<file path="src/rtl/div_seq.sv">
// Sequential restoring divider: DW-bit unsigned dividend by VW-bit unsigned divisor,
// one quotient bit per clock, with a start/busy/done handshake.
module div_seq #(
    parameter int DW = 8,
    parameter int VW = 4
) (
    input  logic          clk,
    input  logic          rst_n,
    input  logic          start,
    input  logic [DW-1:0] dividend,
    input  logic [VW-1:0] divisor,
    output logic          busy,
    output logic          done,
    output logic [DW-1:0] quotient,
    output logic [VW-1:0] remainder,
    output logic          div_zero,
    output logic [1:0]    dbg_state
);

    // Handshake: start is sampled only in IDLE. Operands are captured on the accepting
    // edge. done pulses for one cycle with results valid. Results hold until the next accept.
    localparam int CW = (DW > 1) ? $clog2(DW) : 1;

    typedef enum logic [1:0] {
        S_IDLE = 2'd0,
        S_RUN  = 2'd1,
        S_DONE = 2'd2
    } state_t;

    state_t        state_q;
    logic [CW-1:0] cnt_q;
    logic [VW-1:0] p_q;
    logic [DW-1:0] q_q;
    logic [VW-1:0] dvs_q;
    logic          busy_q;
    logic          done_q;
    logic [DW-1:0] quo_q;
    logic [VW-1:0] rem_q;
    logic          dz_q;

    logic [VW:0]   t_w;
    logic          ge_w;
    logic [VW-1:0] p_d;
    logic [DW-1:0] q_d;

    // A partial remainder is always below the divisor, so P keeps only VW bits.
    // T still needs VW+1 bits for the compare.
    always_comb begin
        t_w  = {p_q, q_q[DW-1]};
        ge_w = (t_w >= {1'b0, dvs_q});
        p_d  = ge_w ? VW'(t_w - {1'b0, dvs_q}) : t_w[VW-1:0];
        q_d  = {q_q[DW-2:0], ge_w};
    end

    always_ff @(posedge clk or negedge rst_n) begin
        if (!rst_n) begin
            state_q <= S_IDLE;
            cnt_q   <= '0;
            p_q     <= '0;
            q_q     <= '0;
            dvs_q   <= '0;
            busy_q  <= 1'b0;
            done_q  <= 1'b0;
            quo_q   <= '0;
            rem_q   <= '0;
            dz_q    <= 1'b0;
        end else begin
            case (state_q)
                S_IDLE: begin
                    if (start) begin
                        if (divisor != '0) begin
                            dvs_q   <= divisor;
                            p_q     <= '0;
                            q_q     <= dividend;
                            cnt_q   <= CW'(DW - 1);
                            busy_q  <= 1'b1;
                            state_q <= S_RUN;
                        end else begin
                            quo_q   <= '1;
                            rem_q   <= '0;
                            dz_q    <= 1'b1;
                            done_q  <= 1'b1;
                            state_q <= S_DONE;
                        end
                    end
                end
                S_RUN: begin
                    p_q <= p_d;
                    q_q <= q_d;
                    if (cnt_q == '0) begin
                        quo_q   <= q_d;
                        rem_q   <= p_d;
                        dz_q    <= 1'b0;
                        busy_q  <= 1'b0;
                        done_q  <= 1'b1;
                        state_q <= S_DONE;
                    end else begin
                        cnt_q <= cnt_q - 1'b1;
                    end
                end
                S_DONE: begin
                    done_q  <= 1'b0;
                    state_q <= S_IDLE;
                end
                default: begin
                    busy_q  <= 1'b0;
                    done_q  <= 1'b0;
                    state_q <= S_IDLE;
                end
            endcase
        end
    end

    assign busy      = busy_q;
    assign done      = done_q;
    assign quotient  = quo_q;
    assign remainder = rem_q;
    assign div_zero  = dz_q;
    assign dbg_state = state_q;

endmodule

</file>
<file path="config.mk">
export PLATFORM = sky130hd
export DESIGN_NAME = div_seq
export DESIGN_NICKNAME = d
export VERILOG_FILES = /design/src/rtl/div_seq.sv
export SDC_FILE = /design/constraint.sdc
export NUM_CORES = 1
export LEC_CHECK = 0
export ABC_AREA = 0
export CAP_MARGIN = 20
export CORE_UTILIZATION = 58
export CTS_BUF_LIST = sky130_fd_sc_hd__clkbuf_2 sky130_fd_sc_hd__clkbuf_4 sky130_fd_sc_hd__clkbuf_8
export DETAILED_ROUTE_END_ITERATION = 8
export PLACE_DENSITY = 0.95
export SYNTH_ARGS = -nofsm -noshare
export SYNTH_HDL_FRONTEND = slang
export SYNTH_SLANG_ARGS = --single-unit
</file>
<file path="constraint.sdc">
create_clock -name clk -period 4.68 [get_ports clk]
set_clock_uncertainty 0.2 [all_clocks]
set_input_delay 1.404 -clock clk [delete_from_list [all_inputs] [get_ports clk]]
set_output_delay 1.404 -clock clk [all_outputs]
set_load 0.005 [all_outputs]
</file>
**Word level (Yosys, flattened, before mapping)**

Cells that the tools add are included.

- Register bits after elaboration: 36
- Word-level logic and storage cells: 64
- Output and inout bits: 17

- Equality and inequality tests: 7
- Bitwise logic cells: 1
- $add $sub $neg: 2
- Multiplexer cells: 32
- $lt $le $gt $ge: 1
- Reduce and logical (&&, ||, !) cells: 11

Operators with widths:

| cell | number |
|---|---|
| 8-bit two-way mux | 5 |
| 8-bit case mux with 2 select lines | 2 |
| 4-bit two-way mux | 6 |
| 4-bit case mux with 2 select lines | 2 |
| 4-bit AND reduction | 3 |
| 2-bit != test, second input constant | 5 |
| 3-bit two-way mux | 3 |
| 3-bit AND reduction | 3 |
| 1-bit two-way mux | 6 |
| 2-bit two-way mux | 3 |
| 3-bit case mux with 2 select lines | 1 |
| 5-bit by 4-bit greater-or-equal comparator with 1-bit output | 1 |
| 1-bit case mux with 2 select lines | 2 |
| 2-bit case mux with 2 select lines | 1 |
| 4-bit nonzero test | 1 |
| 4-bit subtractor | 1 |
| 3-bit zero test | 1 |
| 1-bit case mux with 3 select lines | 1 |
| 3-bit by 1-bit subtractor with 3-bit output, second input constant | 1 |
| 2-bit by 1-bit equality test with 1-bit output, second input constant | 1 |
| 2-bit equality test, second input constant | 1 |
| 2-bit zero test | 1 |
| 2-bit AND reduction | 1 |
| 2-bit nonzero test | 1 |
| 1-bit NOT | 1 |

**Longest topological paths before layout**

- Depth after elaboration: 4
- Mapped depth: 10
- Depth with buffers taken out: 8

**Worst setup path before layout**

OpenSTA, ideal clock, no wires.

- Path type: input -> register
- Start point: in divisor[1]
- End point: reg rem_q[0], in the netlist remainder[0]
- Required time: 4359 ps
- Arrival: 2434 ps
- Path buffers: 1
- Path slack: 1925 ps
- Library setup time: 121 ps
- Cell stages on the path: 5
- Cells stage by stage: nor4_1 a22oi_1 or2_1 buf_6 a22o_2

- Word-level cells in the longest chain between the ends: 3

Ends and longest elaborated chain:

| item | line | source |
|---|---|---|
| from (decl) | 11 | `input logic [VW-1:0] divisor,` |
| 4-bit nonzero test | 71 | `if (divisor != '0) begin` |
| 2-bit != test (no line) | n/a |  |
| 4-bit AND reduction (no line) | n/a |  |
| to (signal assigned) | 92 | `rem_q <= p_d;` |
| to (decl) | 38 | `logic [VW-1:0] rem_q;` |

Every way passes these cells.
A chain may end at the register's enable or synchronous reset.

**Worst setup path in the final report**

- Start point: reg state_q[0], in the netlist dbg_state[0]
- End point: out dbg_state[0]

RTL lines:

| item | line | source |
|---|---|---|
| from (decl) | 30 | `state_t state_q;` |
| from (signal assigned) | 57 | `state_q <= S_IDLE;` |
| from (signal assigned) | 77 | `state_q <= S_RUN;` |
| from (signal assigned) | 83 | `state_q <= S_DONE;` |
| to (decl) | 17 | `output logic [1:0] dbg_state` |

No word-level cell between the ends.

==> impl_metrics.toml <==
[floorplanning]
die_x_um = 57.70
coreArea_mm2 = 0.002853
rows = 19
ios = 32
initial_core_util_pct = 63.07
die_h_um = 57.70
die-area_mm2 = 0.003329

[setup_path]
slowest_stage = "dfrtp_1"
worstPathBufferInverterCount = 1
required_ps = 3080
r2r_start = "p_q[1]$_DFFE_PN0P_"
cp-end-kind = "output pin"
crit_type = "reg -> out"
path_delay_family = "flip-flops"
cp-startpoint = "dbg_state[0]$_DFFE_PN0P_"
crit_chain = "clkdlybuf4s50_1"
critPathLaunchType = "register"
crit_fanout = 13
cpPeakStageDelay_ps = 620
arrival_ps = 1550

[sta]
timing.final.ws_setup_ps = 1529
fin_crit_sh_pct = 67.34
final-hold-violation-count = 0
drv_slew = 0
tns_ps = 0
tightestPinTransition_ps = 848.2
hold-worst-slack_ps = 324.2
rsz0062_at_grt = "no"
fmax_mhz = 317.3
finalCriticalPeriod_ps = 3151
setup_viol = 0
relSlewSlack_pct = 43.33

[synth]
synth_top_area_cell = "dfrtp_1"
synth.top_cell.area_share_pct = 50.07
synth_ff_type = "dfrtp_1"
synth_area_leaders = "dfrtp_1, nor2_1, nand2_1, ha_1, a21oi_1"
yosysSeqAreaShare_pct = 50.07
ys_warn_count = 0
synth_compound_area_share_pct = 16.83
synthMuxAreaShare_pct = 2.851
synth_edf_count = 0
async_flop_share_pct = 100.0
ys_ff_latch = 36
syn_area_mm2 = 0.001799
synth_common_cells = "dfrtp_1, nor2_1, nand2_1"
syn_area_per_cell_um2 = 9.622
yosys.area_share.simple_pct = 17.25
synth.most_common_cell = "dfrtp_1"
syn_nets = 209
yosysUniqueCellTypes = 36
synth_xor_area_share_pct = 0.9736
synth_top_family_by_area = "simple AND/OR/NAND/NOR gates"
synth_adder_area_share_pct = 5.285
syn_inst = 187

[cells_and_area]
antennaDiodeCount = 0
fillCellCount = 199
area_growth_pct = 20.31
final_nets = 239
final_cell_area_mm2 = 0.002165
final_core_util_pct = 75.88
drive_gt1_share_pct = 8.716

[clocking]
cts_tree = "done"
post_cts_resized = 0
clkTransAtPathRegs_ps = 120
numCtsBuffers = 5
clkLatencyLatePin_ps = 340
root_buffer = "clkbuf_4"
clock_tree.buffer_depth = 2
clock_sinks = 36
h-tree-depth = 2
hold_buffers = 0
cts_setup_buffers = 0

[run]
cap_violations = 0

[global_route]
grt_pass1_vias = 1323
grt_max_degree = 37
antenna_found_initial = 0
grt-ovfl-total = 0
grt_usage_pct = 25.05
grt_pass1_wl_um = 6154

[detailed_routing]
drc_errors = 0
first_pass_iters = 4
drt_iter0_markers = 57
via_per_inst = 5.590
wl_um = 3591
num_vias = 1392
ant_nets = 0
routedWlPerCell_um = 14.42

[worst_hold_path]
worst_hold_startpoint = "remainder[2]$_DFFE_PN0P_"
hold_class = "reg -> reg"

[outcome]
status = "completed"

[placement]
dp_worst_setup_slack_ps = 1283
gp_congestion = 0.8524
dp_hpwl_um = 2629
place_area_mm2 = 0.002085
port_buffers = 31

[power_and_ir_drop]
powerDensity_mw_per_mm2 = 754.4
irDropWorstVdd_v = 0.0004310
p_leak_nw = 0.9602
-- cell usage in the layout (no fill, tap or decap), types with 3 or more instances in the layout --
| cell type | instances |
|---|---|
| a22oi_1 | 3 |
| clkdlybuf4s50_1 | 31 |
| nand2_1 | 24 |
| o21ai_0 | 12 |
| a31oi_1 | 7 |
| mux2i_1 | 4 |
| nand3_1 | 3 |
| clkbuf_4 | 5 |
| dfrtp_1 | 36 |
| a22o_2 | 3 |
| a22o_1 | 3 |
| nor2_1 | 28 |
| a21oi_1 | 13 |
| nor2b_1 | 5 |
| ha_1 | 6 |
| inv_1 | 9 |
-- final cells by class --
cell class / instances / area [um^2] / share of cell area [%]
tap: 31 / 38.79 / 1.792
clock inverter: 3 / 42.54 / 1.965
multi-input combinational: 132 / 777.0 / 35.90
clock buffer: 5 / 37.54 / 1.734
timing repair buffer: 32 / 317.8 / 14.68
sequential: 36 / 900.9 / 41.62
inverter: 10 / 50.05 / 2.312
-- state kept, by name (all words and copies together) (netlist names) --
name / cells
busy: 1
cnt_q: 3
dbg_state: 2
div_zero: 1
done: 1
dvs_q: 4
p_q: 4
q_q: 8
quotient: 8
remainder: 4
-- metrics by stage --
| step | total power [W] | instances |
|---|---|---|
| finish | 0.001633 | 249 |
| CTS | 0.001640 | 249 |
| global placement | 0.001370 | 241 |
| detailed placement | 0.001419 | 241 |
| global route | 0.001765 | 249 |
| floorplan | 0.001161 | 187 |
-- path summary, 6_finish.rpt --
kind                                       endpoint  slack, ps  depth (start not counted)
hold reg to reg            remainder[2]$_DFFE_PN0P_        320                          1
max in group asynchronous        p_q[0]$_DFFE_PN0P_       2710                          2
setup / recovery                       dbg_state[0]       1530                          1
min in group asynchronous        p_q[2]$_DFFE_PN0P_       1260                          2
setup reg to reg           remainder[0]$_DFFE_PN0P_       2540                          6
hold / removal             remainder[2]$_DFFE_PN0P_        320                          1
-- report_power, final --
group          leakage (nW)  switching, W  internal [W]
sequential            0.417      0.000116      0.000467
combinational         0.502      0.000422      0.000408
clock                0.0412      0.000108      0.000111
total                 0.960      0.000646      0.000987
-- metal layers --
layer / wire (um) / part of all wire [%] / GRT usage, %
met1: 1641 / 46 / 33.43
met2: 1748 / 49 / 40.37
met3: 154 / 4.3 / 6.027
met4: 48 / 1.3 / 9.184
met5: 0 / 0 / 0
-- logic make-up after synthesis --
| logic type | Yosys count |
|---|---|
| flip-flops | 36 |
| adder cells (fa/ha/maj) | 7 |
| multiplexers | 5 |
| AO/OA/AOI/OAI | 48 |
| AND/OR/NAND/NOR | 70 |
| buffers and inverters | 19 |
| XOR/XNOR | 2 |
No activity file was read; power rests on OpenSTA's default activity.
